===== src/rtl/addsub_sat_pipe.sv =====
// Two-stage pipelined carry-lookahead adder/subtractor with optional signed saturation,
// result flags, a sticky overflow bit and valid/ready flow control.
module addsub_sat_pipe #(
    parameter int WIDTH = 16,
    parameter int GROUP = 4
) (
    input  logic             clk,
    input  logic             rst_n,
    input  logic             in_valid,
    output logic             in_ready,
    input  logic [WIDTH-1:0] a,
    input  logic [WIDTH-1:0] b,
    input  logic             sub,
    input  logic             sat_en,
    output logic             out_valid,
    input  logic             out_ready,
    output logic [WIDTH-1:0] sum,
    output logic             ovfl,
    output logic             cout,
    output logic             zero,
    output logic             neg,
    output logic             sticky_ovfl,
    input  logic             clr_sticky
);

    localparam int NG = WIDTH / GROUP;
    localparam int NL = NG / 2;
    localparam int NU = NG - NL;
    localparam int LO = NL * GROUP;
    localparam int HI = WIDTH - LO;

    generate
        if ((WIDTH % 4) != 0 || WIDTH < 8 || GROUP < 1 || (WIDTH % GROUP) != 0 || NG < 2) begin : g_bad_params
            $error("addsub_sat_pipe: WIDTH must be a multiple of 4, at least 8, and split into at least two GROUP-bit groups");
        end
    endgenerate

    // Stage 1 combinational: operand prep, group G/P, lower-half sum and carry into the upper half
    logic [WIDTH-1:0] b_eff;
    logic [WIDTH-1:0] bit_g;
    logic [WIDTH-1:0] bit_p;
    logic [NG-1:0]    grp_g;
    logic [NG-1:0]    grp_p;
    logic [NL:0]      grp_c;
    logic [LO-1:0]    lo_sum;

    always_comb begin
        logic c;
        c      = 1'b0;
        b_eff  = sub ? ~b : b;
        bit_g  = a & b_eff;
        bit_p  = a ^ b_eff;
        grp_g  = '0;
        grp_p  = '1;
        for (int unsigned k = 0; k < NG; k++) begin
            for (int unsigned i = 0; i < GROUP; i++) begin
                grp_g[k] = bit_g[k*GROUP+i] | (bit_p[k*GROUP+i] & grp_g[k]);
                grp_p[k] = grp_p[k] & bit_p[k*GROUP+i];
            end
        end
        grp_c    = '0;
        grp_c[0] = sub;
        for (int unsigned k = 0; k < NL; k++) begin
            grp_c[k+1] = grp_g[k] | (grp_p[k] & grp_c[k]);
        end
        lo_sum = '0;
        for (int unsigned k = 0; k < NL; k++) begin
            c = grp_c[k];
            for (int unsigned i = 0; i < GROUP; i++) begin
                lo_sum[k*GROUP+i] = bit_p[k*GROUP+i] ^ c;
                c = bit_g[k*GROUP+i] | (bit_p[k*GROUP+i] & c);
            end
        end
    end

    // Stage 1 registers; only the upper operand halves are kept since the lower half is already summed
    logic          s1_valid;
    logic [HI-1:0] s1_ahi;
    logic [HI-1:0] s1_bhi;
    logic          s1_sat;
    logic [NU-1:0] s1_ug;
    logic [NU-1:0] s1_up;
    logic [LO-1:0] s1_lo;
    logic          s1_chi;

    logic s2_free;
    assign s2_free  = !out_valid || out_ready;
    assign in_ready = !s1_valid || s2_free;

    // Stage 2 combinational: upper-half completion, overflow detection, saturation
    logic [HI-1:0]    up_g;
    logic [HI-1:0]    up_p;
    logic [NU:0]      up_c;
    logic [HI-1:0]    hi_sum;
    logic [WIDTH-1:0] raw;
    logic             raw_ovfl;
    logic [WIDTH-1:0] result;

    always_comb begin
        logic c;
        c        = 1'b0;
        up_g     = s1_ahi & s1_bhi;
        up_p     = s1_ahi ^ s1_bhi;
        up_c     = '0;
        up_c[0]  = s1_chi;
        for (int unsigned k = 0; k < NU; k++) begin
            up_c[k+1] = s1_ug[k] | (s1_up[k] & up_c[k]);
        end
        hi_sum = '0;
        for (int unsigned k = 0; k < NU; k++) begin
            c = up_c[k];
            for (int unsigned i = 0; i < GROUP; i++) begin
                hi_sum[k*GROUP+i] = up_p[k*GROUP+i] ^ c;
                c = up_g[k*GROUP+i] | (up_p[k*GROUP+i] & c);
            end
        end
        raw      = {hi_sum, s1_lo};
        raw_ovfl = (s1_ahi[HI-1] == s1_bhi[HI-1]) && (raw[WIDTH-1] != s1_ahi[HI-1]);
        result   = raw;
        if (s1_sat && raw_ovfl) begin
            result = s1_ahi[HI-1] ? {1'b1, {(WIDTH-1){1'b0}}} : {1'b0, {(WIDTH-1){1'b1}}};
        end
    end

    always_ff @(posedge clk or negedge rst_n) begin
        if (!rst_n) begin
            s1_valid    <= 1'b0;
            s1_ahi      <= '0;
            s1_bhi      <= '0;
            s1_sat      <= 1'b0;
            s1_ug       <= '0;
            s1_up       <= '0;
            s1_lo       <= '0;
            s1_chi      <= 1'b0;
            out_valid   <= 1'b0;
            sum         <= '0;
            ovfl        <= 1'b0;
            cout        <= 1'b0;
            zero        <= 1'b0;
            neg         <= 1'b0;
            sticky_ovfl <= 1'b0;
        end else begin
            if (in_ready) begin
                s1_valid <= in_valid;
                if (in_valid) begin
                    s1_ahi <= a[WIDTH-1:LO];
                    s1_bhi <= b_eff[WIDTH-1:LO];
                    s1_sat <= sat_en;
                    s1_ug  <= grp_g[NG-1:NL];
                    s1_up  <= grp_p[NG-1:NL];
                    s1_lo  <= lo_sum;
                    s1_chi <= grp_c[NL];
                end
            end
            if (s2_free) begin
                out_valid <= s1_valid;
                if (s1_valid) begin
                    sum  <= result;
                    ovfl <= raw_ovfl;
                    cout <= up_c[NU];
                    zero <= (result == '0);
                    neg  <= result[WIDTH-1];
                end
            end
            // A setting transfer takes priority over a simultaneous clear
            if (out_valid && out_ready && ovfl) begin
                sticky_ovfl <= 1'b1;
            end else if (clr_sticky) begin
                sticky_ovfl <= 1'b0;
            end
        end
    end

endmodule

===== config.mk =====
export PLATFORM = sky130hd
export DESIGN_NAME = addsub_sat_pipe
export DESIGN_NICKNAME = d
export VERILOG_FILES = /design/src/rtl/addsub_sat_pipe.sv
export SDC_FILE = /design/constraint.sdc
export NUM_CORES = 1
export LEC_CHECK = 0
export BUFFER_PORTS_ARGS = -buffer_cell sky130_fd_sc_hd__buf_2
export CORE_AREA = 2 2 85 71
export CTS_CLUSTER_DIAMETER = 120
export DETAILED_ROUTE_END_ITERATION = 6
export DIE_AREA = 0 0 87 73
export GPL_TIMING_DRIVEN = 0
export PLACE_DENSITY = 0.83
export SLEW_MARGIN = 20
export SYNTH_ARGS = -nofsm -noshare
export SYNTH_HDL_FRONTEND = slang
export SYNTH_SLANG_ARGS = --single-unit

===== constraint.sdc =====
create_clock -name clk -period 3.1 [get_ports clk]
set_clock_uncertainty 0.1 [all_clocks]
set_input_delay 0.465 -clock clk [delete_from_list [all_inputs] [get_ports clk]]
set_output_delay 0.465 -clock clk [all_outputs]
set_load 0.05 [all_outputs]

==> results.json, run 1 <==
{
  "crit_arrival_ns": 3.07,
  "worst-path-max-fanout": 7,
  "worst-r2r-cell-count": 8,
  "antenna_cells_inserted": 0,
  "die_w_um": 87,
  "post-route-drc-count": 0,
  "clk_pin_slew_ns": 0.09,
  "finalCriticalPeriod_ns": 2.93,
  "start_util_pct": 52.5,
  "residual_overflow_from_global_routing": 0,
  "share_of_synthesized_cell_area_in_and_or_nand_and_nor_gates_pct": 10.7,
  "post_cts_buffers": 0,
  "max-clock-path-buffers": 2,
  "detailroute.via_count": 2166,
  "synth_compound_gate_area_share_pct": 13.2,
  "slew_headroom_pct": 68.2,
  "cts_repair_resize_count": 0,
  "cts-htree-levels": 2,
  "max-vdd-ir-drop_mv": 0.250,
  "yosys.cell_types.count": 42,
  "cts.sinks": 52,
  "status": "finished, final reports clean",
  "syn-instance-count": 278,
  "detailed_router_iteration_count_before_antenna_repair": 4,
  "die_height_um": 73,
  "grt_use_total_pct": 19.9,
  "data_required_time_at_the_worst_endpoint_ns": 3.24,
  "syn2layout_area_growth_pct": 18.0,
  "final.hold.worst_slack_ns": 0.00658,
  "vias_per_cell": 5.26,
  "placer_s_final_routability_congestion_estimate": 0.823,
  "drt.antenna.violating_nets": 0,
  "wire_length_of_the_first_global_routing_pass_mm": 9.75,
  "yosys_register_bits": 52,
  "buffer_ports.inserted": 60,
  "routed_wire_length_per_instance_um": 14.1,
  "place_hpwl_mm": 4.66,
  "yosys.area_share.xor_xnor_pct": 6.25,
  "max-cap-violations": 0,
  "synth_fp_nets": 344,
  "cts_inserted_buffers": 5,
  "design.die.area_um2": 6350,
  "layout.cells.most_common": "sky130_fd_sc_hd__buf_2",
  "timing.final.setup_violations": 0,
  "synthesis.area_per_instance_um2": 10.6,
  "worst_skew_pair.late_latency_ns": 0.30,
  "endpoint_kind": "flip-flop",
  "dp_slack_ns": -0.105,
  "antenna_found_initial": 0,
  "timing_max_transition_violations_final": 0,
  "p_per_area_nw_per_um2": 728,
  "synth.area.mux_share_pct": 6.81,
  "setup_repair_after_global_routing_missed_its_margin": "false",
  "clk_root_buffer_cell": "sky130_fd_sc_hd__clkbuf_8",
  "dpl.cell_count": 406,
  "highest_clock_rate_ghz": 0.341,
  "combinational_family_with_the_most_area_after_synthesis": "adder cells",
  "synth_adder_area_share_pct": 14.3,
  "cts_hold_buf": 0,
  "layout-drive-gt1-share_pct": 29.6,
  "drt-total-wl_mm": 5.82,
  "rows": 25,
  "timing.setup.critical_path_class": "reg -> reg",
  "power.leakage_nw": 1.70,
  "top_library_cells_by_usage_in_the_layout_fill_and_taps_aside": "sky130_fd_sc_hd__buf_2, sky130_fd_sc_hd__dfrtp_1, sky130_fd_sc_hd__nand2_1, sky130_fd_sc_hd__o21ai_0, sky130_fd_sc_hd__a21oi_1",
  "worst_setup_path_start_kind": "flip-flop",
  "drtIter0Drc": 117,
  "mappedNetlistArea_um2": 2940,
  "coreArea_um2": 5600,
  "ys_seq_area_share_pct": 44.2,
  "layout.nets": 412,
  "final_cell_count_no_fill": 412,
  "classification_of_the_worst_slack_hold_path": "in -> async",
  "finalCritPeriodShare_pct": 94.6,
  "ioPinCount": 62,
  "tightestPinTransition_ns": 0.477,
  "cts_tree": "done",
  "grt_max_degree": 34,
  "hold_violations": 0,
  "setup_slack_ns": 0.169,
  "yosysWarnings": 0,
  "first_global_vias": 2118
}
[area by class of cell]
type | instances | area (um^2)
sequential | 52 | 1300
buffer | 14 | 88.8
inverter | 16 | 60.1
timing repair buffer | 61 | 320
clock buffer | 5 | 68.8
multi-input combinational | 196 | 1520
clock inverter | 1 | 30.0
fill | 476 | 2130
tap | 67 | 83.8
[where the power goes]
group / internal (mW) / leakage, nW / switching, mW
Combinational: 0.371 / 1.01 / 0.742
Clock: 0.232 / 0.0501 / 0.211
Sequential: 0.853 / 0.635 / 0.119
[final timing paths]
path	start	endpoint	slack, ns
worst min-delay path	rst_n	out_valid	0.007
worst min register to register	sum[7]	sum[7]	0.38
worst max-delay path	s1_chi	zero	0.17
min in group clk	clr_sticky	sticky_ovfl	0.26
max in group asynchronous	rst_n	s1_bhi[7]	2.36
worst max register to register	s1_chi	zero	0.17
[critical path, stage by stage, from the launching register on]
cell and delay (ns):
sky130_fd_sc_hd__dfrtp_1 0.42, sky130_fd_sc_hd__a21o_1 0.21, sky130_fd_sc_hd__fa_1 0.39, sky130_fd_sc_hd__fa_1 0.40, sky130_fd_sc_hd__fa_2 0.41, sky130_fd_sc_hd__nor2b_2 0.18, sky130_fd_sc_hd__or3_1 0.36, sky130_fd_sc_hd__a211oi_2 0.22
sky130_fd_sc_hd__a32o_1 0.18
[cell usage after synthesis (all sizes together)]
cell / count / area, um^2
nor2b: 3 / 21.3
and2b: 1 / 7.51
nor3b: 2 / 15.0
nand4b: 1 / 8.76
nand2: 35 / 134
a211oi: 1 / 12.5
nor4b: 1 / 8.76
clkbuf: 4 / 16.3
and3b: 2 / 22.5
o21ai: 35 / 179
mux2i: 2 / 20.0
ha: 16 / 200
nand4: 3 / 18.8
nand2b: 5 / 31.3
a21o: 6 / 45.0
and2: 1 / 6.26
nor2: 2 / 7.51
a32o: 1 / 10.0
o31ai: 2 / 15.0
xor2: 18 / 158
dfrtp: 52 / 1300
nand3b: 1 / 7.51
mux2: 16 / 180
o21a: 1 / 7.51
or4: 1 / 7.51
a21oi: 21 / 105
xnor2: 3 / 26.3
o211ai: 2 / 15.0
nand3: 1 / 5.00
or3: 1 / 6.26
inv: 16 / 60.1
buf: 10 / 56.3
fa: 11 / 220
nor4: 1 / 6.26
[state kept, by name, indices dropped and copies added, names as in the netlist]
register / count
sum: 16
s1_ahi: 8
s1_bhi: 8
s1_lo: 8
s1_ug: 2
s1_up: 2
cout: 1
out_valid: 1
ovfl: 1
s1_chi: 1
s1_sat: 1
s1_valid: 1
sticky_ovfl: 1
zero: 1
[cells by family (layout without fill, tap and decap cells)]
| group | after synthesis | count (layout) |
|---|---|---|
| fa+ha+maj | 27 | 27 |
| simple gates | 61 | 61 |
| mux | 18 | 18 |
| buf+inv | 30 | 97 |
| compound gates | 69 | 69 |
| xor+xnor | 21 | 21 |
| flops | 52 | 52 |
[routing by layer]
| metal | part of all wire [%] | track usage (%) | wire, um |
|---|---|---|---|
| met1 | 50 | 29.7 | 2890 |
| met2 | 43 | 29.4 | 2530 |
| met3 | 5.0 | 3.62 | 292 |
| met4 | 1.9 | 6.42 | 113 |
| met5 | 0 | 0 | 0 |
[per-stage QoR]
| step | setup TNS, ns | utilization [%] | instance area, um^2 | power, mW |
|---|---|---|---|---|
| floorplan | 0 | - | 2970 | 1.79 |
| global placement | -0.141 | 59.8 | 3350 | 2.06 |
| detailed placement | -0.191 | 60.2 | 3370 | 2.10 |
| CTS | 0 | 61.9 | 3470 | 2.54 |
| global route | 0 | 62.0 | 3470 | 2.68 |
| finish | 0 | 62.0 | 3470 | 2.53 |
(Power assumes the default switching activity.)
==> run 2: changes to the inputs <==
- SETUP_SLACK_MARGIN: not set -> 0.3
==> run 2 against run 1 <==
Net effect:
- die area unchanged
- non-clock buffer count up 4
- combinational power up 6%
- highest routed layer unchanged
==> results.json, run 2 (synthesized netlist as in run 1, its figures left out) <==
{
  "dp_slack_ns": -0.0235,
  "crit_arrival_ns": 2.85,
  "grt_use_total_pct": 20.3,
  "groute.layer.met1.usage_pct": 28.2,
  "max-cap-violations": 0,
  "tightestPinTransition_ns": 0.648,
  "detailroute.via_count": 2242,
  "rows": 25,
  "largest_register": "sum",
  "design.die.area_um2": 6350,
  "die_height_um": 73,
  "cts_inserted_buffers": 5,
  "worst_setup_path_start_kind": "input port",
  "setup_repair_after_global_routing_missed_its_margin": "true",
  "place_hpwl_mm": 4.68,
  "clk_pin_slew_ns": 0.09,
  "antenna_found_initial": 0,
  "ioPinCount": 62,
  "cts-htree-levels": 2,
  "routed_wire_length_per_instance_um": 14.2,
  "startpoint": "sub",
  "hold_violations": 0,
  "layout.cells.most_common": "sky130_fd_sc_hd__buf_2",
  "global_route.usage.met2_pct": 32.9,
  "slew_headroom_pct": 56.8,
  "clk_root_buffer_cell": "sky130_fd_sc_hd__clkbuf_8",
  "max-vdd-ir-drop_mv": 0.357,
  "timing.setup.critical_path_class": "in -> reg",
  "drt-total-wl_mm": 5.95,
  "r2r-start": "s1_up[0]",
  "vias_per_cell": 5.36,
  "drt.antenna.violating_nets": 0,
  "coreArea_um2": 5600,
  "cts_tree": "done",
  "timing_max_transition_violations_final": 0,
  "p_per_area_nw_per_um2": 716,
  "syn2layout_area_growth_pct": 19.9,
  "grt_max_degree": 53,
  "top_library_cells_by_usage_in_the_layout_fill_and_taps_aside": "sky130_fd_sc_hd__buf_2, sky130_fd_sc_hd__dfrtp_1, sky130_fd_sc_hd__nand2_1, sky130_fd_sc_hd__o21ai_0, sky130_fd_sc_hd__xor2_1",
  "placer_s_final_routability_congestion_estimate": 0.824,
  "cts.sinks": 52,
  "antenna_cells_inserted": 0,
  "classification_of_the_worst_slack_hold_path": "in -> async",
  "max-clock-path-buffers": 2,
  "global_route.peak_usage_layer": "met2",
  "layout-drive-gt1-share_pct": 33.3,
  "status": "finished, final reports clean",
  "timing.final.setup_violations": 0,
  "first_global_vias": 2205,
  "layout.nets": 416,
  "residual_overflow_from_global_routing": 0,
  "post-route-util_pct": 63.0,
  "post-route-drc-count": 0,
  "placement.cell_area_um2": 3360,
  "wire_length_of_the_first_global_routing_pass_mm": 9.99,
  "met3_usage_pct": 3.73,
  "largest_register_ff_count": 16,
  "worst-path-max-fanout": 10,
  "fillCellCount": 472,
  "endpoint_kind": "flip-flop",
  "data_required_time_at_the_worst_endpoint_ns": 3.18,
  "setup_slack_ns": 0.328,
  "drtIter0Drc": 113,
  "finalCriticalPeriod_ns": 2.77,
  "detailed_router_iteration_count_before_antenna_repair": 4,
  "buffer_ports.inserted": 60,
  "finalCritPeriodShare_pct": 89.4,
  "highest_clock_rate_ghz": 0.361,
  "power.leakage_nw": 1.72,
  "finalInstanceArea_um2": 3530,
  "start_util_pct": 52.5,
  "die_w_um": 87,
  "worst_skew_pair.late_latency_ns": 0.30
}
run 2: cell count changes in the layout (fill, tap and decap cells not counted), sizes merged:
cell    change
buf         +4
bufinv      -1
clkinv      +3
run 2: power breakdown:
group | switching [mW] | internal, mW | leakage, nW
Sequential | 0.121 | 0.852 | 0.635
Clock | 0.219 | 0.158 | 0.0479
Combinational | 0.771 | 0.406 | 1.04
Total | 1.11 | 1.42 | 1.72
run 2: worst max-delay path, stage by stage:
cell and delay (ns):
sky130_fd_sc_hd__buf_12 0.13, sky130_fd_sc_hd__buf_8 0.15, sky130_fd_sc_hd__xor2_1 0.14, sky130_fd_sc_hd__ha_1 0.30
sky130_fd_sc_hd__a21o_1 0.12, sky130_fd_sc_hd__a21oi_1 0.06, sky130_fd_sc_hd__o21a_1 0.20, sky130_fd_sc_hd__fa_2 0.35
sky130_fd_sc_hd__fa_2 0.35, sky130_fd_sc_hd__fa_2 0.53, sky130_fd_sc_hd__o21ai_1 0.06
run 2: cell type report:
cell class | count | area [um^2] | area share (%)
Buffer | 14 | 104 | 2.94
Clock buffer | 5 | 68.8 | 1.95
Clock inverter | 3 | 18.8 | 0.532
Inverter | 16 | 60.1 | 1.70
Multi-Input combinational cell | 196 | 1550 | 43.8
Sequential cell | 52 | 1300 | 36.9
Tap cell | 67 | 83.8 | 2.38
Timing Repair Buffer | 65 | 344 | 9.76
run 2: repair_timing:
item	CTS	global route
hold buffers	0	0
setup buffers	2	2
pin swaps	3	4
gates cloned	0	1
gates resized for setup	3	18
setup endpoints to repair	11	13
run 2: path summary, 6_finish.rpt:
kind | endpoint | slack [ns] | depth (start not counted)
min in group clk | sticky_ovfl | 0.25 | 2
hold reg to reg | sum[5] | 0.39 | 2
hold / removal | sum[3] | 0.07 | 1
setup reg to reg | zero | 0.36 | 8
max in group asynchronous | s1_bhi[2] | 2.37 | 1
setup / recovery | s1_lo[6] | 0.33 | 11
run 2: per-layer routing:
metal | vias to the layer above | share of wire, %
met5 | - | 0
met3 | 2 | 5.0
li1 | 1088 | -
met4 | 0 | 0.35
met1 | 1089 | 47
met2 | 63 | 48
run 2: per-stage QoR:
step                      TNS, ns  power [mW]  instances  hold slack (ns)
after CTS                       0        2.49        415            0.250
after floorplan                 0        1.79        278           0.0694
after global routing            0        2.69        418            0.133
final                           0        2.53        418           0.0661
after global placement          0        2.06        405            0.358
after detailed placement  -0.0311        2.10        405            0.366
==> run 3: changes to the inputs <==
- CORE_AREA: 2 2 85 71 -> 2 2 112 93
- DIE_AREA: 0 0 87 73 -> 0 0 114 95
- PLACE_DENSITY: 0.83 -> 0.53
==> run 3 against run 2 <==
Net effect:
- setup slack got worse by 0.013 ns
- clock power increased by 50%
- final cell count rose by 16%
- core utilization decreased by 24 points
- sequential power rose by 0.8%
- count of clock-buffer cells in the layout is 2 higher
- hold slack improved by 0.054 ns
- critical endpoint is now zero
- largest power group unchanged
==> results.json, run 3 (synthesized netlist as in run 1, its figures left out) <==
{
  "design.die.area_um2": 10800,
  "setup_repair_after_global_routing_missed_its_margin": "true",
  "place_hpwl_mm": 5.17,
  "hold_violations": 0,
  "post-route-drc-count": 0,
  "seq_area_um2": 1300,
  "cts_tree": "done",
  "crit_arrival_ns": 2.92,
  "timing.setup.critical_path_class": "reg -> reg",
  "largest_register": "sum",
  "rows": 33,
  "die_height_um": 95,
  "slew_headroom_pct": 54.3,
  "cts.sinks": 52,
  "largest_register_ff_count": 16,
  "data_required_time_at_the_worst_endpoint_ns": 3.23,
  "vias_per_cell": 4.57,
  "worst-r2r-cell-count": 8,
  "drtIter0Drc": 76,
  "top_library_cells_by_usage_in_the_layout_fill_and_taps_aside": "sky130_fd_sc_hd__buf_2, sky130_fd_sc_hd__dfrtp_1, sky130_fd_sc_hd__nand2_1, sky130_fd_sc_hd__o21ai_0, sky130_fd_sc_hd__xor2_1",
  "p_per_area_nw_per_um2": 729,
  "path_delay_family": "adder cells",
  "ioPinCount": 62,
  "power.leakage_nw": 1.82,
  "coreArea_um2": 9830,
  "antenna_found_initial": 0,
  "syn2layout_area_growth_pct": 30.5,
  "startpoint": "s1_up[0]",
  "max-clock-path-buffers": 2,
  "cts_hold_buf": 0,
  "dp_slack_ns": -0.0343,
  "status": "finished, final reports clean",
  "clk_root_buffer_cell": "sky130_fd_sc_hd__clkbuf_16",
  "max-vdd-ir-drop_mv": 0.251,
  "drt-total-wl_mm": 6.75,
  "buffer_ports.inserted": 60,
  "cts-htree-levels": 2,
  "multi_input_gate_area_in_the_final_layout_um2": 1610,
  "timing_max_transition_violations_final": 0,
  "classification_of_the_worst_slack_hold_path": "in -> async",
  "worst_skew_pair.late_latency_ns": 0.29,
  "cell_depth_of_the_worst_setup_path": 8,
  "finalCriticalPeriod_ns": 2.78,
  "start_util_pct": 29.9,
  "tightestPinTransition_ns": 0.685,
  "max-cap-violations": 0,
  "antenna_cells_inserted": 0,
  "grt_max_degree": 53,
  "clk_pin_slew_ns": 0.07,
  "layout.cells.most_common": "sky130_fd_sc_hd__buf_2",
  "path_cells": "a21o_1 > fa_2 > fa_2 > fa_2 > nor2b_4 > or3_4 > a211oi_2 > a32o_1",
  "final.hold.worst_slack_ns": 0.121,
  "fillCellCount": 967,
  "residual_overflow_from_global_routing": 0,
  "worst-path-max-fanout": 7,
  "highest_clock_rate_ghz": 0.359,
  "placer_s_final_routability_congestion_estimate": 0.806,
  "cts_inserted_buffers": 5,
  "r2r-start": "s1_up[0]",
  "drt.antenna.violating_nets": 0,
  "timing.final.setup_violations": 0,
  "grt_use_total_pct": 13.3,
  "layout-drive-gt1-share_pct": 37.3,
  "layout.nets": 427,
  "cp_common_cell": "sky130_fd_sc_hd__fa_2",
  "endpoint_kind": "flip-flop",
  "worst_setup_path_start_kind": "flip-flop",
  "detailroute.via_count": 2210,
  "die_w_um": 114,
  "finalCritPeriodShare_pct": 89.8,
  "routed_wire_length_per_instance_um": 14.0,
  "wire_length_of_the_first_global_routing_pass_mm": 11.2,
  "setup_slack_ns": 0.315,
  "critPathBufInv": 0,
  "detailed_router_iteration_count_before_antenna_repair": 5,
  "critPathMaxStageDelay_ns": 0.40,
  "first_global_vias": 2244,
  "cp_slowest_cell": "sky130_fd_sc_hd__fa_2"
}
==> run 3: cell types whose count changed in the layout (fill, tap and decap cells not counted), sizes merged <==
cell,before,now
buf,75,85
clkbuf,9,12
clkinv,3,0
clkinvlp,0,1
==> run 3: final timing paths <==
check	end	slack, ns
max in group asynchronous	sum[8]	2.33
hold reg to reg	sum[5]	0.38
setup / recovery	zero	0.32
hold / removal	s1_valid	0.12
setup reg to reg	zero	0.32
min in group clk	sticky_ovfl	0.25
==> run 3: through the flow <==
stage | total power, mW | util, % | cell area [um^2] | std cells | setup TNS [ns]
2_1_floorplan | 1.79 | - | 2970 | 278 | 0
3_3_place_gp | 2.10 | 34.9 | 3430 | 460 | -0.00592
3_5_place_dp | 2.13 | 34.9 | 3430 | 460 | -0.0422
4_1_cts | 2.75 | 37.2 | 3660 | 473 | 0
5_1_grt | 2.99 | 39.1 | 3840 | 484 | 0
6_report | 2.80 | 39.1 | 3840 | 484 | 0
==> run 3: report_power, final <==
group / internal (mW) / switching [mW] / total, mW
Sequential: 0.854 / 0.127 / 0.981
Combinational: 0.458 / 0.798 / 1.26
Clock: 0.322 / 0.241 / 0.563
Total: 1.63 / 1.17 / 2.80
==> run 3: what timing repair did <==
item,CTS,global route
endpoints found under the hold margin,0,0
setup buffers,4,10
resized for setup,12,26
pin swaps,3,11
cloned,1,1
setup endpoints to repair,14,16
==> run 3: cell type report <==
class	count	share of cell area, %
sequential	52	33.9
clock buffer	7	3.72
timing repair buffer	76	11.6
multi-input combinational	196	41.9
tap	122	3.98
inverter	16	1.57
clock inverter	1	0.196
buffer	14	3.13
==> run 3: per-layer routing <==
layer  vias to the layer above  share of wire [%]  GRT usage, %
li1                       1119                  -             -
met1                      1032                 52          18.9
met2                        51                 42          20.2
met3                         8                4.2          2.57
met4                         0                1.7          5.18
met5                         -                  0             0
